## config.mk

```make
export PLATFORM = sky130hd
export DESIGN_NAME = register
export DESIGN_NICKNAME = d
export VERILOG_FILES = /design/src/rtl/register_pkg.sv /design/src/rtl/register.sv
export SDC_FILE = /design/constraint.sdc
export NUM_CORES = 1
export LEC_CHECK = 0
export ABC_AREA = 1
export CAP_MARGIN = 0
export CORE_MARGIN = 2
export CORE_UTILIZATION = 47
export DETAILED_ROUTE_END_ITERATION = 8
export PLACE_DENSITY = 0.78
export SLEW_MARGIN = 25
export SYNTH_ARGS = -nofsm -noshare
export SYNTH_HDL_FRONTEND = slang
export SYNTH_SLANG_ARGS = --single-unit
```

## constraint.sdc

```tcl
create_clock -name clk -period 2.13 [get_ports clk]
set_clock_uncertainty 0.2 [all_clocks]
set_input_delay 0.426 -clock clk [delete_from_list [all_inputs] [get_ports clk]]
set_output_delay 0.426 -clock clk [all_outputs]
set_load 0.02 [all_outputs]
```

## src/rtl/register_pkg.sv

```systemverilog
// register_pkg: function-select encodings shared by the register, ALU and control unit.
package register_pkg;
  typedef logic [1:0] funsel_t;
  localparam funsel_t FS_CLEAR = 2'b00;
  localparam funsel_t FS_LOAD  = 2'b01;
  localparam funsel_t FS_DEC   = 2'b10;
  localparam funsel_t FS_INC   = 2'b11;
endpackage

```

## src/rtl/register.sv

```systemverilog
// register: N-bit storage element with enable-gated clear/load/decrement/increment.
module register
  import register_pkg::*;
#(
  parameter int NBits = 8
) (
  input  logic             clk,
  input  logic             rst,
  input  logic [1:0]       funsel,
  input  logic [NBits-1:0] i,
  input  logic             e,
  output logic [NBits-1:0] q
);
  localparam logic [NBits-1:0] ONE = NBits'(1);
  logic [NBits-1:0] r_q;
  if (NBits < 1) begin : g_bad_nbits
    $error("register: NBits must be at least 1");
  end
  // X/Z on funsel falls through to default and holds, so q is never corrupted
  always_ff @(posedge clk or posedge rst) begin
    if (rst) r_q <= '0;
    else if (e) begin
      case (funsel)
        FS_CLEAR: r_q <= '0;
        FS_LOAD:  r_q <= i;
        FS_DEC:   r_q <= r_q - ONE;
        FS_INC:   r_q <= r_q + ONE;
        default:  r_q <= r_q;
      endcase
    end
  end
  assign q = r_q;
  a_e_known: assert property (@(posedge clk) disable iff (rst) !$isunknown(e))
    else $error("register: enable is X/Z");
  a_funsel_known: assert property (@(posedge clk) disable iff (rst) e |-> !$isunknown(funsel))
    else $error("register: funsel is X/Z while enabled");
endmodule

```

==> impl_metrics.json <==
{
  "final_util_pct": 71.2,
  "dominantRegCellSynth": "dfrtp_1",
  "rsz0062_at_grt": "false",
  "area_delta_synth_final_pct": 39.9,
  "start_util_pct": 50.9,
  "outcome": "finished, final reports clean",
  "yosys_warnings": 0,
  "ys_types": 21,
  "fmax_mhz": 522,
  "clock_buffer_depth": 2,
  "worst-slew-pin-transition_ps": 329,
  "setup_ws_ps": 214,
  "highest_delay_cell_along_the_critical_path": "clkdlybuf4s50_1",
  "power_leakage_nw": 0.593,
  "synthesis.nets": 133,
  "drt-met1-wl_um": 915,
  "max_cap_viols": 0,
  "grt_first_pass_wirelength_um": 3080,
  "dp.final_hpwl_um": 1550,
  "worstSetupStartpointType": "flip-flop",
  "total_switching_power_mw": 0.323,
  "vdd.ir_drop.worst_v": 0.000466,
  "numClockSinks": 8,
  "ys_ff_latch": 8,
  "finish.net_count": 167,
  "tritoncts.num_buffers": 3,
  "antenna_violations_before_repair": 0,
  "cp_slowest_stage_delay_ps": 630,
  "power.share.combinational_pct": 58.9,
  "cp.arrival_ps": 1290,
  "highest_layer": "met4",
  "drcViolationCount": 0,
  "dr_wl_met3_um": 70,
  "overflow_after_grt": 0,
  "internal_power_mw": 0.472,
  "grt_pass1_vias": 732,
  "synth_cells": 112,
  "detailroute.via_count": 840,
  "detailed_place.area_um2": 1060,
  "required_time_at_the_worst_slack_endpoint_ps": 1500,
  "port_buffers": 20,
  "grt_max_degree": 11,
  "fp-row-count": 14,
  "vias_per_cell": 5.25,
  "final_antenna_net_count": 0,
  "drt-pass1-iter-count": 4,
  "final-max-slew-violation-count": 0,
  "core-area_um2": 1540,
  "layout_min_cycle_time_ps": 1920,
  "worstPathMaxFanout": 4,
  "clk_latency_ps": 250,
  "dr.first_iter.drc_count": 26,
  "htreeDepth": 1,
  "synth_area_per_cell_um2": 7.00,
  "syn_area_um2": 785,
  "layout_commonest_cell": "nand2_1",
  "chipHeight_um": 44.9,
  "setup.worst_path.class": "flip-flop to output pin",
  "final_hold_viol_count": 0,
  "fp.dieArea_um2": 2010,
  "groute.usage.overall_pct": 21.1,
  "i_o_pin_cnt": 21,
  "clkPwrFrac_pct": 14.3,
  "power-per-cell-area_nw_per_um2": 725,
  "async_flop_share_pct": 100,
  "last_weighted_congestion_value_of_the_routability_driven_placer": 0.828,
  "antennaDiodeCount": 0,
  "worst_path_dominant_cell_family": "buffers and inverters",
  "timing.slew.headroom_pct": 78.1,
  "final.fill_count": 136,
  "post_detailed_route_wirelength_per_cell_um": 12.1,
  "path_cells": "clkdlybuf4s50_1",
  "hold_path.class": "primary input to asynchronous set/reset pin",
  "worst_case_setup_slack_after_placement_ps": -252,
  "die_x_um": 44.9,
  "reg2reg_slack_ps": 310,
  "tightest_hold_margin_ps": 239,
  "final_layout_size_suffix_gt1_share_pct": 18.1,
  "setup_viol": 0,
  "synth.yosys.seq_area_share_pct": 25.5,
  "critPathBufInv": 1,
  "setup_total_negative_slack_ps": 0,
  "clk_pin_slew_ps": 50,
  "detailroute.wirelength.met2_um": 920,
  "seq_power_share_pct": 26.8,
  "most-common-layout-cells": "nand2_1, clkdlybuf4s50_1, inv_1",
  "tritoncts": "done",
  "clockRootBuffer": "clkbuf_4",
  "sw_frac_of_total_pct": 40.6,
  "synth_edf_count": 0,
  "setup.worst_path.end_class": "output pin",
  "largest_reg_flops": 8,
  "final_min_period_over_clock_period_pct": 90.0,
  "routed_wirelength_um": 1930,
  "stdcell_area_um2": 1100
}
-- cell families after synthesis --
kind of cell	synth area share, %
simple gates	35.7
buf+inv	11.2
compound gates	11.8
fa+ha+maj	13.7
flops	25.5
xor+xnor	2.07
-- power groups by stage --
| stage | Combinational (mW) | Sequential (mW) | Clock (mW) |
|---|---|---|---|
| 2_1_floorplan | 0.254 | 0.241 | 0 |
| 3_3_place_gp | 0.448 | 0.213 | 0 |
| 3_5_place_dp | 0.464 | 0.214 | 0 |
| 4_1_cts | 0.468 | 0.212 | 0.118 |
| 5_1_grt | 0.516 | 0.216 | 0.126 |
| 6_report | 0.469 | 0.213 | 0.114 |
-- worst paths after layout --
path | from | end | cells after the start
max in group asynchronous | rst | q[2]$_DFFE_PP0P_ | 2
min in group clk | q[0]$_DFFE_PP0P_ | q[0]$_DFFE_PP0P_ | 2
setup reg to reg | q[0]$_DFFE_PP0P_ | q[6]$_DFFE_PP0P_ | 9
setup / recovery | q[1]$_DFFE_PP0P_ | q[1] | 1
hold / removal | rst | q[5]$_DFFE_PP0P_ | 2
hold reg to reg | q[0]$_DFFE_PP0P_ | q[0]$_DFFE_PP0P_ | 2
-- layer usage --
| metal | GRT usage [%] | vias up |
|---|---|---|
| met5 | 0 | - |
| met4 | 8.82 | 0 |
| met3 | 2.80 | 4 |
| met2 | 35.1 | 24 |
| met1 | 27.4 | 392 |
| li1 | - | 420 |
-- stage by stage --
| stage | cells | power [mW] |
|---|---|---|
| 6_report | 160 | 0.795 |
| 5_1_grt | 160 | 0.859 |
| 4_1_cts | 159 | 0.797 |
| 3_5_place_dp | 156 | 0.678 |
| 3_3_place_gp | 156 | 0.662 |
| 2_1_floorplan | 112 | 0.495 |
-- final cells by class --
type,instances,area [um2],share of cell area [%]
Tap cell,16,20.0,1.82
Multi-Input combinational cell,84,503,45.8
Timing Repair Buffer,30,280,25.5
Inverter,19,71.3,6.50
Clock buffer,3,22.5,2.05
Sequential cell,8,200,18.2
-- cells in the mapped netlist (2+ instances only) --
cell	n	share of area (%)
or2_4	2	2.2
inv_1	17	8.1
o21ai_0	2	1.3
nor2_1	12	5.7
inv_2	2	0.96
a21oi_2	2	2.2
dfrtp_1	8	26
nand3b_1	2	1.9
nand3_1	8	5.1
nand2_1	32	15
nand3_2	2	2.6
a31oi_1	3	2.4
ha_1	7	11
a21oi_1	6	3.8
-- repair_timing --
action                                  4_1_cts  5_1_grt
setup buffers                                 0        0
gates cloned                                  0        1
gates resized for setup                       0        2
pin swaps                                     1        1
hold buffers                                  0        0
endpoints found under the setup margin        1        3
Note: power is estimated with default switching activity, not from simulation.
